`src/rtl/qkd_sift_pkg.sv`:
```
`default_nettype none
// ============================================================================
//  Module   : qkd_sift_pkg
//  Purpose  : Shared definitions for the QKD sifting round controller:
//             round state encoding, default key-address width and the QBER
//             percentage scale used by the acceptance compare.
//  Ports    : none (package)
//  Revision : 1.0  initial release
// ============================================================================
package qkd_sift_pkg;

    localparam int ADDR_W_DEFAULT = 10;   // sifted-key count / readout address
    localparam int PCT_SCALE      = 100;  // QBER threshold is given in percent
    localparam int QBER_PROD_W    = 17;   // width of both QBER compare products
    localparam int THRESH_W       = 7;    // 0..100 percent

    typedef enum logic [2:0] {
        S_IDLE    = 3'd0,
        S_CLEAR   = 3'd1,
        S_RUN     = 3'd2,
        S_EVAL    = 3'd3,
        S_READOUT = 3'd4,
        S_FINISH  = 3'd5,
        S_ABORT   = 3'd6
    } sift_state_e;

endpackage : qkd_sift_pkg
`default_nettype wire

```
`src/rtl/qkd_qber_cmp.sv`:
```
`default_nettype none
// ============================================================================
//  Module   : qkd_qber_cmp
//  Purpose  : Combinational QBER acceptance test. The round is acceptable
//             when err_count*100 <= sift_count*qber_thresh, which avoids a
//             divider. Both products are formed as 17-bit unsigned values.
//  Ports    : sift_count  in  ADDR_W  bits sifted this round
//             err_count   in  ADDR_W  mismatched bits this round
//             qber_thresh in  7       acceptance limit in percent
//             accept      out 1       QBER within limit
//  Revision : 1.0  initial release
// ============================================================================
module qkd_qber_cmp
    import qkd_sift_pkg::*;
#(
    parameter int ADDR_W = ADDR_W_DEFAULT
) (
    input  logic [ADDR_W-1:0]   sift_count,
    input  logic [ADDR_W-1:0]   err_count,
    input  logic [THRESH_W-1:0] qber_thresh,
    output logic                accept
);

    logic [QBER_PROD_W-1:0] w_err_prod;
    logic [QBER_PROD_W-1:0] w_lim_prod;

    assign w_err_prod = QBER_PROD_W'(err_count)  * QBER_PROD_W'(PCT_SCALE);
    assign w_lim_prod = QBER_PROD_W'(sift_count) * QBER_PROD_W'(qber_thresh);
    assign accept     = (w_err_prod <= w_lim_prod);

endmodule : qkd_qber_cmp
`default_nettype wire

```
`src/rtl/qkd_sift_round_ctrl.sv`:
```
`default_nettype none
// ============================================================================
//  Module   : qkd_sift_round_ctrl
//  Purpose  : Sequences one QKD sifting round: clears the sifting core,
//             requests raw pulses until target_len sifted bits are stored,
//             evaluates QBER, and on acceptance walks the readout addresses
//             0..sift_count-1 out through a valid/ready handshake.
//  Ports    : clk, rst_n (sync, active-low)
//             start, stop, target_len, qber_thresh      round control
//             sift_we, sift_err                          from sifting core
//             sift_valid, sift_clr_n                     to sifting core
//             rd_valid, rd_addr, rd_ready                readout handshake
//             busy, round_done, accept, abort, cfg_err   status
//             sift_count, err_count, raw_count           live counters
//  Config   : SIFT_TIMEOUT_EN - when defined, RAW_LIMIT raw pulses in RUN end
//             the round with a timeout, which always aborts.
//  Revision : 1.0  initial release
// ============================================================================
module qkd_sift_round_ctrl
    import qkd_sift_pkg::*;
#(
    parameter int ADDR_W    = ADDR_W_DEFAULT,
    parameter int RAW_W     = 16,
    parameter int RAW_LIMIT = 4096
) (
    input  logic                clk,
    input  logic                rst_n,
    input  logic                start,
    input  logic                stop,
    input  logic [ADDR_W-1:0]   target_len,
    input  logic [THRESH_W-1:0] qber_thresh,
    input  logic                sift_we,
    input  logic                sift_err,
    input  logic                rd_ready,
    output logic                sift_valid,
    output logic                sift_clr_n,
    output logic                rd_valid,
    output logic [ADDR_W-1:0]   rd_addr,
    output logic                busy,
    output logic                round_done,
    output logic                accept,
    output logic                abort,
    output logic                cfg_err,
    output logic [ADDR_W-1:0]   sift_count,
    output logic [ADDR_W-1:0]   err_count,
    output logic [RAW_W-1:0]    raw_count
);

    sift_state_e         r_state;
    logic                r_busy, r_sift_valid, r_sift_clr_n, r_rd_valid;
    logic                r_round_done, r_accept, r_abort, r_cfg_err, r_timeout;
    logic [ADDR_W-1:0]   r_rd_addr, r_sift_count, r_err_count, r_target_len;
    logic [RAW_W-1:0]    r_raw_count;
    logic [THRESH_W-1:0] r_qber_thresh;

    logic w_qber_ok;
    logic w_target_hit;
    logic w_limit_hit;

    // The bit stored this cycle completes the round when it brings the count
    // to target_len; sift_count < target_len always holds inside RUN.
    assign w_target_hit = sift_we && ((r_sift_count + ADDR_W'(1)) == r_target_len);

`ifdef SIFT_TIMEOUT_EN
    localparam logic [RAW_W:0] c_RAW_LIMIT = (RAW_W+1)'(RAW_LIMIT);
    // Fires on the RUN cycle whose increment makes raw_count reach the limit.
    assign w_limit_hit = (({1'b0, r_raw_count} + (RAW_W+1)'(1)) >= c_RAW_LIMIT);
`else
    assign w_limit_hit = 1'b0;
`endif

    qkd_qber_cmp #(
        .ADDR_W      (ADDR_W)
    ) u_qber_cmp (
        .sift_count  (r_sift_count),
        .err_count   (r_err_count),
        .qber_thresh (r_qber_thresh),
        .accept      (w_qber_ok)
    );

    always_ff @(posedge clk) begin
        if (!rst_n) begin
            r_state       <= S_IDLE;
            r_busy        <= 1'b0;
            r_sift_valid  <= 1'b0;
            r_sift_clr_n  <= 1'b1;
            r_rd_valid    <= 1'b0;
            r_rd_addr     <= '0;
            r_round_done  <= 1'b0;
            r_accept      <= 1'b0;
            r_abort       <= 1'b0;
            r_cfg_err     <= 1'b0;
            r_timeout     <= 1'b0;
            r_sift_count  <= '0;
            r_err_count   <= '0;
            r_raw_count   <= '0;
            r_target_len  <= '0;
            r_qber_thresh <= '0;
        end else begin
            // One-cycle pulses default low; the state that owns them raises them.
            r_sift_clr_n <= 1'b1;
            r_round_done <= 1'b0;
            r_abort      <= 1'b0;
            r_cfg_err    <= 1'b0;

            case (r_state)
                S_IDLE: begin
                    if (start) begin
                        if (target_len != '0) begin
                            r_state       <= S_CLEAR;
                            r_busy        <= 1'b1;
                            r_sift_clr_n  <= 1'b0;
                            r_target_len  <= target_len;
                            r_qber_thresh <= qber_thresh;
                            r_sift_count  <= '0;
                            r_err_count   <= '0;
                            r_raw_count   <= '0;
                            r_rd_addr     <= '0;
                            r_accept      <= 1'b0;
                            r_timeout     <= 1'b0;
                        end else begin
                            r_cfg_err <= 1'b1;
                        end
                    end
                end

                S_CLEAR: begin
                    r_state      <= S_RUN;
                    r_sift_valid <= 1'b1;
                end

                S_RUN: begin
                    if (r_raw_count != '1) begin
                        r_raw_count <= r_raw_count + RAW_W'(1);
                    end
                    if (sift_we && (r_sift_count != '1)) begin
                        r_sift_count <= r_sift_count + ADDR_W'(1);
                    end
                    if (sift_we && sift_err && (r_err_count != '1)) begin
                        r_err_count <= r_err_count + ADDR_W'(1);
                    end
                    if (stop) begin
                        r_state      <= S_ABORT;
                        r_sift_valid <= 1'b0;
                        r_abort      <= 1'b1;
                        r_round_done <= 1'b1;
                        r_accept     <= 1'b0;
                    end else if (w_target_hit || w_limit_hit) begin
                        r_state      <= S_EVAL;
                        r_sift_valid <= 1'b0;
                        r_timeout    <= w_limit_hit;
                    end
                end

                S_EVAL: begin
                    if (!stop && w_qber_ok && !r_timeout) begin
                        r_state    <= S_READOUT;
                        r_accept   <= 1'b1;
                        r_rd_valid <= 1'b1;
                        r_rd_addr  <= '0;
                    end else begin
                        r_state      <= S_ABORT;
                        r_abort      <= 1'b1;
                        r_round_done <= 1'b1;
                        r_accept     <= 1'b0;
                    end
                end

                S_READOUT: begin
                    if (stop) begin
                        r_state      <= S_ABORT;
                        r_rd_valid   <= 1'b0;
                        r_abort      <= 1'b1;
                        r_round_done <= 1'b1;
                        r_accept     <= 1'b0;
                    end else if (rd_ready) begin
                        if (r_rd_addr == (r_sift_count - ADDR_W'(1))) begin
                            r_state      <= S_FINISH;
                            r_rd_valid   <= 1'b0;
                            r_round_done <= 1'b1;
                        end else begin
                            r_rd_addr <= r_rd_addr + ADDR_W'(1);
                        end
                    end
                end

                S_FINISH: begin
                    r_state <= S_IDLE;
                    r_busy  <= 1'b0;
                end

                S_ABORT: begin
                    r_state <= S_IDLE;
                    r_busy  <= 1'b0;
                end

                default: begin
                    r_state      <= S_IDLE;
                    r_busy       <= 1'b0;
                    r_sift_valid <= 1'b0;
                    r_rd_valid   <= 1'b0;
                end
            endcase
        end
    end

    assign sift_valid = r_sift_valid;
    assign sift_clr_n = r_sift_clr_n;
    assign rd_valid   = r_rd_valid;
    assign rd_addr    = r_rd_addr;
    assign busy       = r_busy;
    assign round_done = r_round_done;
    assign accept     = r_accept;
    assign abort      = r_abort;
    assign cfg_err    = r_cfg_err;
    assign sift_count = r_sift_count;
    assign err_count  = r_err_count;
    assign raw_count  = r_raw_count;

endmodule : qkd_sift_round_ctrl
`default_nettype wire

```
`config.mk`:
```
export PLATFORM = sky130hd
export DESIGN_NAME = qkd_sift_round_ctrl
export DESIGN_NICKNAME = d
export VERILOG_FILES = /design/src/rtl/qkd_sift_pkg.sv /design/src/rtl/qkd_qber_cmp.sv /design/src/rtl/qkd_sift_round_ctrl.sv
export SDC_FILE = /design/constraint.sdc
export NUM_CORES = 1
export LEC_CHECK = 0
export BUFFER_PORTS_ARGS = -buffer_cell sky130_fd_sc_hd__buf_2
export CORE_ASPECT_RATIO = 1.2
export CORE_MARGIN = 1.5
export CORE_UTILIZATION = 45
export DETAILED_ROUTE_END_ITERATION = 10
export PLACE_DENSITY = 0.62
export REMOVE_ABC_BUFFERS = 1
export SLEW_MARGIN = 30
export SYNTH_ARGS = -nofsm -noshare
export SYNTH_HDL_FRONTEND = slang
export SYNTH_HIERARCHICAL = 1
export SYNTH_SLANG_ARGS = --single-unit
```
`constraint.sdc`:
```
create_clock -name clk -period 6 [get_ports clk]
set_input_delay 0.6 -clock clk [delete_from_list [all_inputs] [get_ports clk]]
set_output_delay 0.6 -clock clk [all_outputs]
set_load 0.1 [all_outputs]
```
==> results.txt, run 1 <==
Outcome = finished with violations
Failing checks = negative setup slack
Sequential power share = 33.7%
PortBufs = 77
Post-DP HPWL = 14.5 mm
CTS Buffer Depth = 2
Die area = 17700 µm²
Synth top area cells = dfxtp_1, ha_1, fa_1, inv_1, and2_1
Clock Skews = 0.00777 ns
Ys flop type = dfxtp_1
Reg-to-Reg Start = sift_count[6]
Layout net count = 1208
Hold Buf Count CTS = 0
DR WL met2 = 9.95 mm
Cells after Synth = 907
Fin crit period = 6.23 ns
Root Buffer = clkbuf_16
Share of cells above drive strength 1 = 24.5%
Arrival time at the worst endpoint = 6.47 ns
Launch point of the critical path = sift_count[6]
Storage cell area = 1510 µm²
Power share of the clock group = 33.4%
Unique masters post-synth = 73
Crit Path Category = flop to flop
WP buf/inv = 3
Post-Route Utilization = 57.4%
Post-synth top cells = inv_1, ha_1, nand2_1
Net Sw Power = 0.655 mW
GP Congestion = 0.841
Clk_lat worst skew = 0.34 ns
Most used cell, CP = fa_1
Worst path required time = 6.23 ns
CP delay by family, top = adder cells
Hold Startpoint = busy
CORE AREA = 16400 µm²
EDFF count, synth = 0
Reg2reg path depth = 25
Hold Path End = busy
Drt wl/cell = 15.2 µm
IO Pins = 78
Worst hold-check path type = flop to flop
First-pass GRT wire length = 32.3 mm
Pint = 1.14 mW
Wire length on met1 = 8.39 mm
Fmax = 160 MHz
Sw Ratio = 36.5%
Leak Pwr = 4.50 nW
Slowest CP cell = fa_1
Mean Syn Cell Area = 8.39 µm²
Warnings from Yosys = 6
TritonCTS Buffers = 9
Power Dens Cells = 190 nW/µm²
Critical Path End Type = flop
Comb pwr share = 32.9%
Initial antenna violation count = 0
Largest net degree at the start of global routing = 32
Reg2reg end = rd_addr[5]
CP max FO = 5
Fillers = 1516
Hold path depth = 2
Largest area contributor in the netlist = dfxtp_1
DRC errors left = 0
Sink Count = 74
Routed Antenna Nets = 0
Vias in the first global route = 6766
Met3 routed WL = 408 µm
# diodes = 0
Reg-to-reg slack, setup = -0.23 ns
DR top layer = met4
DR iter-0 viols = 313
CTS tree = built
Final setup viols = 10
Measured slew at the worst slew-check pin = 0.769 ns
Unrepaired setup endpoints after global routing = yes
Placed Instances = 1239
Post-synthesis sequential area ratio = 19.5%
Worst IR Drop VDD = 0.460 mV
Number of synthesized register bits = 74
Non-Filler Instances = 1268
Area grow syn2layout = 23.8%
Asr flop ratio synth = 0%
Slew Viols, Final = 0
Starting Density = 46.4%
Worst path depth = 25
Cell Area, Synth = 7610 µm²
Worst relative slew slack = 48.7%
Multi-input logic area = 5860 µm²
DR vias/cell = 5.43
Worst setup margin = -0.232 ns
Die outline width = 122 µm
Worst-path clk slew = 0.06 ns
Vias = 6886
Die H = 145 µm
Max-cap viol count = 0
GRT Overall Usage = 22.2%
CP peak stage delay = 0.53 ns
WL final = 19.2 mm
Global route overflow = 0
Dominant cell by count in the synthesized netlist = inv_1
Crit start category = flop
Cell Rows = 51
DRT Pass-1 Iters = 4
Final Hold Fails = 0
Synth top area share = 19.5%
Fin crit share = 104%
H-tree depth = 3
[worst reg2reg max path, cell delays in order, from the launching register on]
cell and delay [ns]:
dfxtp_4 0.36, buf_6 0.11, and2_4 0.15, fa_1 0.53, fa_2 0.45, fa_1 0.51, fa_1 0.42, ha_1 0.31
buf_4 0.17, nand2_2 0.08, nor3_1 0.06, a311o_1 0.33, o31ai_2 0.25, xor2_1 0.22, ha_1 0.28, nand4_1 0.12
nor2_2 0.06, a2111oi_2 0.31, a21o_1 0.21, nor4b_4 0.29, o2bb2ai_2 0.11, a21o_1 0.19, a31oi_4 0.21, buf_6 0.16
a21oi_1 0.07, a31o_1 0.18
[placed cells by master, fill, tap and decap left out, types with 11 or more instances in the layout]
master and count:
xnor2_1 31, o21ai_0 27, nand2_1 71, xor2_1 28, and3_1 13, a21oi_1 50
a22o_1 17, or3_1 13, inv_1 85, and2_1 44, nor2b_1 20, nand4_1 14
a21o_1 11, nor2_1 49, nor3_1 18, buf_4 83, fa_1 42, buf_2 77
dfxtp_1 63, nand3_1 23, ha_1 81
[worst max path at each step]
stage | end | slack [ns]
2_1_floorplan | rd_addr[3] | -1.33
3_5_place_dp | rd_addr[2] | -0.77
4_1_cts | rd_addr[5] | -0.26
6_report | rd_addr[5] | -0.23
3_3_place_gp | rd_addr[2] | -0.69
5_1_grt | rd_addr[5] | -0.49
[state kept, by name, indices dropped and copies added, names as in the netlist, 3 cells and up]
name and flops:
sift_count 10, r_qber_thresh 7, raw_count 16, err_count 10, r_target_len 10, rd_addr 10
r_state 3
[layout make-up]
type	count	area share [%]
Multi-Input combinational cell	707	62.2
Clock buffer	12	2.72
Tap cell	212	2.82
Clock inverter	4	0.784
Timing Repair Buffer	169	11.8
Inverter	90	3.59
Sequential cell	74	16.1
[power groups by stage]
| stage | logic (mW) | registers, mW | clock network, mW |
|---|---|---|---|
| floorplan | 0.263 | 0.706 | 0 |
| global placement | 0.538 | 0.609 | 0 |
| detailed placement | 0.542 | 0.610 | 0 |
| CTS | 0.649 | 0.601 | 0.605 |
| global route | 0.638 | 0.612 | 0.621 |
| finish | 0.590 | 0.604 | 0.598 |
[stage by stage]
| step | power [mW] | setup TNS [ns] | hold slack (ns) | cell area, µm² | setup slack (ns) |
|---|---|---|---|---|---|
| global placement | 1.15 | -6.68 | 0.460 | 8710 | -0.693 |
| CTS | 1.85 | -2.42 | 0.466 | 9340 | -0.258 |
| finish | 1.79 | -1.92 | 0.468 | 9420 | -0.232 |
| global route | 1.87 | -4.52 | 0.489 | 9420 | -0.488 |
| floorplan | 0.968 | -14.86 | 0.470 | 7450 | -1.33 |
| detailed placement | 1.15 | -7.43 | 0.464 | 8710 | -0.774 |
[layer usage]
| layer | vias up | GRT usage [%] |
|---|---|---|
| li1 | 3446 | - |
| met1 | 3303 | 27.7 |
| met2 | 100 | 39.4 |
| met3 | 37 | 2.31 |
| met4 | 0 | 8.00 |
| met5 | - | 0 |
[kinds of logic after synthesis]
group,count (synthesis),synth area share (%)
AND/OR/NAND/NOR,311,22.0
AO/OA/AOI/OAI,198,18.2
adder cells (fa/ha/maj),133,26.2
buffers and inverters,126,6.50
flip-flops,74,19.5
XOR/XNOR,61,7.12
multiplexers,4,0.526
[timing repair]
item	in CTS	in global routing
setup buffers	10	4
gates cloned	2	0
gates resized for setup	52	24
setup endpoints to repair	13	13
pin swaps	34	9
Note: power is estimated with default switching activity, not from simulation.
==> inputs of run 2 (changes only) <==
- RECOVER_POWER: not set -> 100
==> run 2 against run 1 <==
- largest cell class unchanged
- sequential power barely moved
- the run ends with max-capacitance violations, max-slew violations, negative setup slack left
- routed wire length shrank 0.14%
- sequential share of layout area is 0.19 points higher
- fmax up 0.31%
- power fell by 0.76%
- first-iteration DRC count increased by 9.9%
- core utilization shrank 0.66 points
- hold slack better by 0.0026 ns
==> results.txt, run 2 (synthesized netlist as in run 1, its figures left out) <==
Unrepaired setup endpoints after global routing = yes
Non-Filler Instances = 1268
Hold Startpoint = busy
Cell Rows = 51
Share of cells above drive strength 1 = 19.0%
Die area = 17700 µm²
Root Buffer = clkbuf_16
GP Congestion = 0.841
Fillers = 1537
PortBufs = 77
Power Dens Cells = 191 nW/µm²
Final Hold Fails = 0
Routed Antenna Nets = 0
Sink Count = 74
Largest register FFs = 16
Net Sw Power = 0.650 mW
Crit start category = flop
Failing checks = max-capacitance violations, max-slew violations, negative setup slack
First-pass GRT wire length = 32.3 mm
Pint = 1.13 mW
Pwr Total = 1.78 mW
Area grow syn2layout = 22.3%
Starting Density = 46.4%
Vias in the first global route = 6766
CTS Buffer Depth = 2
Reg-to-reg slack, setup = -0.21 ns
Worst relative slew slack = -17.3%
Fin crit period = 6.21 ns
CORE AREA = 16400 µm²
Worst setup margin = -0.213 ns
Worst hold-check path type = flop to flop
DRC errors left = 0
Vias = 6895
Setup TNS = -1.72 ns
Clk_lat worst skew = 0.34 ns
GRT Overall Usage = 22.2%
Slew Viols, Final = 10
Post-Route Utilization = 56.8%
Fmax = 161 MHz
Hold path depth = 2
Arrival time at the worst endpoint = 6.45 ns
Reg2reg path depth = 25
Measured slew at the worst slew-check pin = 1.74 ns
Worst path required time = 6.23 ns
Worst-path clk slew = 0.06 ns
Sequential power share = 34.0%
Sw Ratio = 36.6%
Crit Path Category = flop to flop
Most used cell, CP = fa_1
CP peak stage delay = 0.53 ns
Global route overflow = 0
Layout net count = 1208
H-tree depth = 3
Critical Path End Type = flop
DP Area = 8710 µm²
CTS tree = built
DR iter-0 viols = 344
Final setup viols = 10
Reg-to-Reg Start = sift_count[6]
Die H = 145 µm
DR vias/cell = 5.44
Slowest CP cell = fa_1
Worst IR Drop VDD = 0.463 mV
Die outline width = 122 µm
Max-cap viol count = 1
Initial antenna violation count = 0
Clock Skews = 0.00846 ns
# diodes = 0
Placed Instances = 1239
TritonCTS Buffers = 9
WL final = 19.2 mm
CP max FO = 5
DRT Pass-1 Iters = 5
Final instance area = 9310 µm²
Reg2reg end = rd_addr[5]
Commonest non-fill, non-tap cells in the layout = inv_1, buf_4, ha_1
Power share of the clock group = 33.6%
IO Pins = 78
Leak Pwr = 4.23 nW
Comb pwr share = 32.4%
Fin crit share = 104%
Post-DP HPWL = 14.5 mm
Hold Path End = busy
Largest net degree at the start of global routing = 32
Outcome = finished with violations
Commonest non-fill, non-tap cell in the layout = inv_1
Drt wl/cell = 15.2 µm
[run 2: cell types whose count changed in the layout (fill, tap and decap cells not counted), moves of 3 or more]
cell / previous run / this run
buf_2: 77 / 23
clkbuf_1: 1 / 55
and2_0: 0 / 3
and2_1: 44 / 41
[run 2: metal layers]
layer | track usage (%) | wire length (µm)
met1 | 27.7 | 8290
met3 | 2.31 | 457
met4 | 8.00 | 504
met2 | 39.4 | 9960
met5 | 0 | 0
[run 2: power by group through the flow]
| stage | combinational [mW] | sequential, mW | clock (mW) |
|---|---|---|---|
| floorplan | 0.263 | 0.706 | 0 |
| global placement | 0.538 | 0.609 | 0 |
| detailed placement | 0.542 | 0.610 | 0 |
| CTS | 0.649 | 0.601 | 0.605 |
| global route | 0.624 | 0.612 | 0.621 |
| finish | 0.577 | 0.604 | 0.598 |
[run 2: area by class of cell]
class / instances / area (µm²) / area share [%]
Multi-Input combinational cell: 707 / 5820 / 62.5
Sequential cell: 74 / 1510 / 16.2
Timing Repair Buffer: 169 / 1040 / 11.2
Inverter: 90 / 338 / 3.63
Tap cell: 212 / 265 / 2.85
Clock buffer: 12 / 256 / 2.76
Clock inverter: 4 / 73.8 / 0.793
[run 2: worst max-delay path: cells and delay by family (launching register included)]
kind	cells	cell delay [ns]
adders and majority gates	6	2.50
AOI/OAI and AO/OA	9	1.84
and+or+nand+nor	6	0.74
buffers and inverters	3	0.44
DFF	1	0.36
xor gates and xnor gates	1	0.23
[run 2: how the worst max path moves through the flow]
stage          slack [ns]             start  cells after the start          to
2_1_floorplan       -1.33     sift_count[4]                     24  rd_addr[3]
3_3_place_gp        -0.69     sift_count[5]                     26  rd_addr[2]
3_5_place_dp        -0.77     sift_count[5]                     24  rd_addr[2]
4_1_cts             -0.26     sift_count[6]                     25  rd_addr[5]
5_1_grt             -0.49  r_qber_thresh[6]                     25  rd_addr[5]
6_report            -0.21     sift_count[6]                     25  rd_addr[5]
[run 2: through the flow]
step | setup WS (ns) | hold slack [ns]
after detailed placement | -0.774 | 0.464
after floorplan | -1.33 | 0.470
after global placement | -0.693 | 0.460
final | -0.213 | 0.471
after CTS | -0.258 | 0.466
after global routing | -0.488 | 0.486
[run 2: what timing repair did]
item                                    CTS  global route
setup buffers                            10             4
endpoints found under the setup margin   13            13
gates cloned                              2             0
pin swaps                                34             9
hold buffers                              0             0
resized for setup                        52            24
